==> config.mk <==
export PLATFORM = sky130hd
export DESIGN_NAME = counter_updown_digits
export DESIGN_NICKNAME = d
export VERILOG_FILES = /design/src/rtl/counter_updown_digits.sv
export SDC_FILE = /design/constraint.sdc
export NUM_CORES = 1
export LEC_CHECK = 0
export CAP_MARGIN = 40
export CORE_UTILIZATION = 45
export CTS_CLUSTER_DIAMETER = 120
export DETAILED_ROUTE_END_ITERATION = 7
export GPL_ROUTABILITY_DRIVEN = 0
export PLACE_DENSITY = 0.83
export SLEW_MARGIN = 10
export SYNTH_ARGS = -nofsm -noshare
export SYNTH_HDL_FRONTEND = slang
export SYNTH_SLANG_ARGS = --single-unit
==> constraint.sdc <==
create_clock -name clk -period 2.2 [get_ports clk]
set_input_delay 0.44 -clock clk [delete_from_list [all_inputs] [get_ports clk]]
set_output_delay 0.44 -clock clk [all_outputs]
set_load 0.02 [all_outputs]
==> src/rtl/counter_updown_digits.sv <==
// counter_updown_digits: multi-digit hex/BCD up/down counter with load, wrap/saturate, flags and 7-segment decode
module counter_updown_digits #(
  parameter int DIGITS = 4,
  parameter bit BCD = 1'b0,
  parameter bit WRAP = 1'b1
) (
  input  logic                  clk,
  input  logic                  aclr,
  input  logic                  en,
  input  logic                  up,
  input  logic                  load,
  input  logic [4*DIGITS-1:0]   din,
  output logic [4*DIGITS-1:0]   q,
  output logic                  tc,
  output logic                  ovf,
  output logic [7*DIGITS-1:0]   hex
);
  localparam logic [3:0] DMAX = BCD ? 4'd9 : 4'd15;
  logic [4*DIGITS-1:0] nxt;
  logic [4*DIGITS-1:0] ld;
  logic [DIGITS:0]     c;
  function automatic logic [6:0] seg(input logic [3:0] d);
    case (d)
      4'h0: seg = 7'b0000001;
      4'h1: seg = 7'b1001111;
      4'h2: seg = 7'b0010010;
      4'h3: seg = 7'b0000110;
      4'h4: seg = 7'b1001100;
      4'h5: seg = 7'b0100100;
      4'h6: seg = 7'b0100000;
      4'h7: seg = 7'b0001111;
      4'h8: seg = 7'b0000000;
      4'h9: seg = 7'b0000100;
      4'ha: seg = 7'b0001000;
      4'hb: seg = 7'b1100000;
      4'hc: seg = 7'b0110001;
      4'hd: seg = 7'b1000010;
      4'he: seg = 7'b0110000;
      default: seg = 7'b0111000;
    endcase
  endfunction
  // c[k] is the carry/borrow into digit k; digit 0 always steps, so tc is the carry out of the top digit
  assign c[0] = 1'b1;
  genvar k;
  for (k = 0; k < DIGITS; k++) begin : g_dig
    logic [3:0] d;
    logic [3:0] l;
    logic       e;
    assign d = q[4*k +: 4];
    assign l = din[4*k +: 4];
    assign e = up ? d == DMAX : d == 4'd0;
    assign c[k+1] = c[k] & e;
    assign nxt[4*k +: 4] = !c[k] ? d : e ? (up ? 4'd0 : DMAX) : up ? d + 4'd1 : d - 4'd1;
    assign ld[4*k +: 4] = BCD && l > 4'd9 ? 4'd9 : l;
    assign hex[7*k +: 7] = seg(d);
  end
  assign tc = c[DIGITS];
  // count register: load beats enable; at a range end either wrap (flagging ovf) or hold
  always_ff @(posedge clk or posedge aclr)
    if (aclr) begin
      q   <= '0;
      ovf <= 1'b0;
    end else if (load) begin
      q   <= ld;
      ovf <= 1'b0;
    end else if (en && !(tc && !WRAP)) begin
      q   <= nxt;
      ovf <= tc;
    end else
      ovf <= 1'b0;
endmodule

==> metrics.txt, run 1 <==
result of the run finished with violations; failing checks setup timing; type of origin of the critical path flip-flop; arrival time worst endpoint 1.84 ns; startpoint-to-endpoint class of the critical path reg2out; number of nets in the synthesized netlist about 330; final wirelength between 7 and 8 mm; number of nets with antenna violations after routing 0; clock slew at reported path FFs approximately 0.080 ns; main flop type after synthesis dfrtp_1; 1st-pass router iterations 4; synthesis-to-layout area growth 53.2%; per-cell via count in the routed design 5.48; die outline area 5430 µm²; post-synthesis sequential element count 17; largest net degree at the start of global routing 19; placed cell areas 3440 µm²; Final Cycle Share 104%; fraction of power spent switching nets a little under half; DRT iter0 DRCs between 100 and 150; Core Rows 25; utilization of the core after routing roughly three quarters; Slew HR 67.5%; net switching power of the design 1.03 mW; worst reg-to-reg path cell count 8; highest net fanout along the worst path 3; Maximum Capacitance Violations 0; average wire per standard cell 15.5 µm; synthesized area per cell 8.54 µm²; reg-to-reg critical path startpoint q[0]; setup slack of the most critical reg-to-reg path 0.24 ns; r2r endpoint q[9]; commonest cells after routing, fill and taps aside buf_4, clkdlybuf4s50_1, o21ai_0; share of post-route cells with drive strength above 1 34.5%; post-route worst setup slack -0.0836 ns; number of buffer cells added on primary ports 66; number of buffers on the longest clock path 2; Critical Path RT 1.76 ns; max-slew violations 0; DIE HEIGHT 73.7 µm; internal power component 1.25 mW; CTS Buf Count 3; clock tree from TritonCTS yes; number of top-level pins 67; netlist area before placement about 2300 µm²; part of the total power dissipated in combinational logic a little under three quarters; Final Hold Viols 0; H-tree levels 1; post-DP HPWL approximately 5 mm; number of global-route vias before repair ~2400; total DRC errors in the routed layout 0; Global Route Usage Sum 26.0%; unrepaired setup endpoints after global routing true; root buf cell clkbuf_8; Core Box Area 4850 µm²; number of cells produced by synthesis 271; Worst Skew 0.00505 ns; number of antenna violations at the first check in global routing 0; Yosys warnings 0; clock latency reported for the late side of the worst-skew pair 0.27 ns; antenna diode count 0; final standard cell area without fillers 3550 µm²; number of nets in the layout 449; Finish-stage setup viols 3; IR drop worst, VDD 375 µV; vias after detailed routing 2524; minimum clock period after layout ~2.3 ns; post-synth cell types 49; grt total ovfl 0; Clk network pwr share 11.1%; Die Wd 73.7 µm; class of the tightest hold or removal check in2async; count of flip-flops with a built-in enable after synthesis 0; global-route wire length before repair 11.1 mm; P_leak ~1.7 nW; maximum clock frequency 0.438 GHz; measured slew at the worst slew-check pin 0.484 ns; clock net sink count 17; portion of the post-synthesis area used by sequential elements 18.4%; starting utilization of the core area 47.7%; sequential power share 17.2%; overall power 2.28 mW; most common library cell in the layout ignoring fill and taps buf_4; endpoint kind of the worst setup timing path output port; total power per unit cell area about 640 nW/µm²; FFs w/ async S/R, synth between 90% and 100%
Yosys cell counts, types with 4 or more instances:
cell type / count / area [µm²]
ha_1: 29 / 363
inv_1: 21 / 78.8
o31ai_1: 5 / 37.5
nor2_1: 22 / 82.6
o21ai_0: 27 / 135
xnor2_1: 7 / 61.3
mux4_2: 4 / 90.1
buf_2: 5 / 25.0
o211ai_1: 5 / 37.5
nand2_1: 13 / 48.8
buf_1: 4 / 15.0
dfrtp_1: 17 / 425
a21o_1: 6 / 45.0
clkbuf_1: 5 / 18.8
nor2b_1: 6 / 37.5
a21oi_1: 17 / 85.1
nand3_1: 5 / 25.0
a22o_1: 6 / 52.6
fa_1: 4 / 80.1
mux2i_1: 15 / 150
through the flow:
stage	hold WS (ns)	std cells	setup TNS, ns	worst slack (ns)
floorplan	0.366	271	0	0.0272
global placement	0.629	449	-5.10	-0.691
detailed placement	0.648	449	-6.58	-0.739
CTS	0.507	453	-0.177	-0.177
global route	0.538	461	-0.333	-0.135
finish	0.499	461	-0.105	-0.0836
sequential cells by signal, indices dropped and copies added (netlist names):
name / count
q: 16
ovf: 1
per-layer routing:
| layer | GRT usage [%] | up-vias | wire length, µm | share of wire [%] |
|---|---|---|---|---|
| met1 | 32.7 | 1204 | 2940 | 41 |
| met2 | 45.9 | 83 | 3730 | 52 |
| met3 | 3.29 | 13 | 329 | 4.6 |
| met4 | 8.33 | 0 | 133 | 1.9 |
| li1 | - | 1224 | - | - |
| met5 | 0 | - | 0 | 0 |
power by group through the flow:
stage          clock [mW]  sequential [mW]  combinational, mW
5_1_grt             0.276            0.397               1.77
2_1_floorplan           0            0.478              0.846
4_1_cts             0.258            0.387               1.55
6_report            0.254            0.393               1.63
3_5_place_dp            0            0.393               1.64
3_3_place_gp            0            0.390               1.59
repair_timing:
action                     in CTS  in global routing
setup endpoints to repair      40                 23
gates cloned                    0                  0
setup buffers                   0                  8
gates resized for setup        71                 63
hold buffers                    0                  0
pin swaps                       0                  6
critical path, cell delays in order (launching register included):
cell	delay (ns)
dfrtp_1	0.39
inv_2	0.09
ha_4	0.14
or4b_4	0.48
nand2_4	0.10
o2111a_2	0.25
buf_6	0.13
worst max-delay path by stage:
stage / startpoint / to
final: q[5] / tc
after global routing: q[0] / tc
after CTS: q[4] / tc
after detailed placement: up / tc
after global placement: up / tc
after floorplan: q[1] / tc
logic make-up after synthesis:
| logic type | Yosys count | synth area share [%] |
|---|---|---|
| DFF | 17 | 18.4 |
| muxes | 19 | 10.4 |
| xor gates and xnor gates | 9 | 3.41 |
| and+or+nand+nor | 71 | 16.8 |
| buffers and inverters | 38 | 6.92 |
| adders and majority gates | 33 | 19.1 |
| AOI/OAI and AO/OA | 84 | 25.0 |
cell type report:
class	count	area [µm²]
timing repair buffer	135	1080
sequential	17	428
clock inverter	1	5.00
tap	67	83.8
clock buffer	3	41.3
fill	367	1300
multi-input combinational	216	1820
inverter	22	82.6
Note: power is estimated with default switching activity, not from simulation.
==> inputs of run 2 (changes only) <==
TNS_END_PERCENT = 100   (was not set)
==> results of run 2 <==
Final layout, timing and power as in run 1 (identical DEF).
==> inputs of run 3 (changes only) <==
CELL_PAD_IN_SITES_DETAIL_PLACEMENT = 0   (was not set)
CELL_PAD_IN_SITES_GLOBAL_PLACEMENT = 2   (was not set)
CORE_UTILIZATION = 28   (was 45)
GPL_ROUTABILITY_DRIVEN = not set   (was 0)
PLACE_DENSITY = 0.88   (was 0.83)
==> run 3 against run 2 <==
The run still ends with setup timing left. Sequential cell count unchanged. Design area up 0.67%. Critical path depth unchanged. First-iteration DRC count down 59%. Utilization down 28 points. Largest cell class unchanged.
==> metrics.txt, run 3 (same netlist as run 1, synthesis figures left out) <==
result of the run finished with violations; failing checks setup timing; root buf cell clkbuf_8; number of non-filler instances in the completed layout 495 (+7.4%); Maximum Capacitance Violations 0 (unchanged); ordered list of cells on the worst path inv_2 > ha_4 > or4b_4 > nand2_4 > o2111a_2 > buf_6; largest stage delay on the critical path 0.50 ns (+0.02 ns); clock tree from TritonCTS yes; Core Rows 32 (+28%); Final Cycle Share 104% (+0.34 points); vias after detailed routing 2399 (-5.0%); endpoint kind of the worst setup timing path output port; class of the tightest hold or removal check in2async; Setup TNS -0.0910 ns (+0.0144 ns); register name with the most flops q; number of top-level pins 67 (unchanged); per-cell via count in the routed design 4.85 (-11%); cell type of the slowest stage on the worst timing path or4b_4; pre-CTS setup slack -0.738 ns (+0.00102 ns); number of buffer cells added on primary ports 66 (unchanged); number of buffers on the longest clock path 2 (unchanged); number of global-route vias before repair 2413 (-1.1%); H-tree levels 1 (unchanged); total DRC errors in the routed layout 0 (unchanged); DRT iter0 DRCs 54 (-59%); Die Wd 92.9 µm (+26%); unrepaired setup endpoints after global routing true; starting utilization of the core area 29.5% (-18 points); Critical Path RT 1.76 ns (about the same); area occupied by multi-input gates 1820 µm² (unchanged); clock net sink count 17 (unchanged); max-slew violations 0 (unchanged); utilization of the core after routing 45.5% (-28 points); startpoint-to-endpoint class of the critical path reg2out; number of nets in the layout 448 (-0.22%); global-route wire length before repair 11.0 mm (-0.69%); type of origin of the critical path flip-flop; cell total after placement 490 (+9.1%); Slew HR 65.0% (-2.5 points); share of post-route cells with drive strength above 1 33.1% (-1.4 points); CTS Buf Count 3 (unchanged); number of antenna violations at the first check in global routing 0 (unchanged); maximum clock frequency 0.436 GHz (-0.32%); post-route worst setup slack -0.0910 ns (-0.00741 ns); average wire per standard cell 13.2 µm (-15%); measured slew at the worst slew-check pin 0.521 ns (+0.0377 ns); max reg flops 16 (unchanged); Core Box Area 7850 µm² (+62%); combined flip-flop and latch cell area 428 µm² (unchanged); largest net degree at the start of global routing 19 (unchanged); post-DP HPWL 5.15 mm (+0.79%); commonest cells after routing, fill and taps aside buf_4, clkdlybuf4s50_1, o21ai_0; Min Hold Slack 0.500 ns (+0.0000370 ns); synthesis-to-layout area growth 54.3%; highest net fanout along the worst path 4 (+1); number of nets with antenna violations after routing 0 (unchanged); IR drop worst, VDD 240 µV (-36%); antenna diode count 0 (unchanged); Final Hold Viols 0 (unchanged); most common library cell in the layout ignoring fill and taps buf_4; 1st-pass router iterations 4 (unchanged); die outline area 8630 µm² (+59%); grt total ovfl 0 (unchanged); Worst Skew 0.00499 ns (-0.0000643 ns); number of buffers inserted for hold repair after clock tree synthesis 0 (unchanged); Global Route Usage Sum 15.5% (-11 points); final wirelength 6.53 mm (-8.4%); Final GP Congestion 0.818; number of fill cells in the layout 807 (+120%); minimum clock period after layout 2.29 ns (+0.00741 ns); Finish-stage setup viols 1 (-2); total power per unit cell area 624 nW/µm² (-2.9%); P_leak 1.70 nW (about the same); worst reg-to-reg path cell count 7 (-1); DIE HEIGHT 92.9 µm (+26%); biggest registers after layout q x16, ovf x1; clock latency reported for the late side of the worst-skew pair 0.26 ns (about the same); clock slew at reported path FFs 0.08 ns (about the same); arrival time worst endpoint 1.85 ns (about the same)
run 3: through the flow:
| step | total power, mW | instance area, µm² |
|---|---|---|
| finish | 2.23 | 3570 |
| global route | 2.41 | 3570 |
| CTS | 2.22 | 3540 |
| detailed placement | 2.06 | 3530 |
| global placement | 2.04 | 3530 |
| floorplan | 1.32 | 2320 |
run 3: cell type report:
type	count	area share (%)
inverter	22	2.31
clock buffer	4	1.26
timing repair buffer	134	29.9
multi-input combinational	216	51.0
sequential	17	12.0
tap	102	3.57
run 3: final timing paths:
path                       start  slack [ns]  endpoint
max                         q[4]       -0.09        tc
max in group asynchronous   aclr        1.48      q[0]
min                         aclr        0.50      q[3]
min in group clk            q[8]        0.68      q[8]
min reg2reg                 q[8]        0.68      q[8]
max reg2reg                 q[0]        0.31     q[13]
run 3: layer usage:
metal  global-route usage (%)  wire length [µm]  up-vias
met4                     1.54                38        0
met5                        0                 0        -
met2                     28.2              3200       44
met3                     2.22               226        4
li1                         -                 -     1226
met1                     19.7              3070     1125
run 3: worst max-delay path, delay by kind of cell, from the launching register on:
kind | cells | cell delay [ns]
AND/OR/NAND/NOR | 2 | 0.62
flip-flops | 1 | 0.41
AO/OA/AOI/OAI | 1 | 0.24
buffers and inverters | 2 | 0.20
adder cells (fa/ha/maj) | 1 | 0.13
run 3: what timing repair did:
action / 4_1_cts / 5_1_grt
setup endpoints to repair: 39 / 26
setup buffers: 1 / 1
gates resized for setup: 74 / 55
pin swaps: 0 / 6
run 3: report_power, final:
part	internal, mW	total, mW	switching, mW
Clock	0.129	0.254	0.125
Sequential	0.356	0.392	0.0355
Combinational	0.752	1.58	0.830
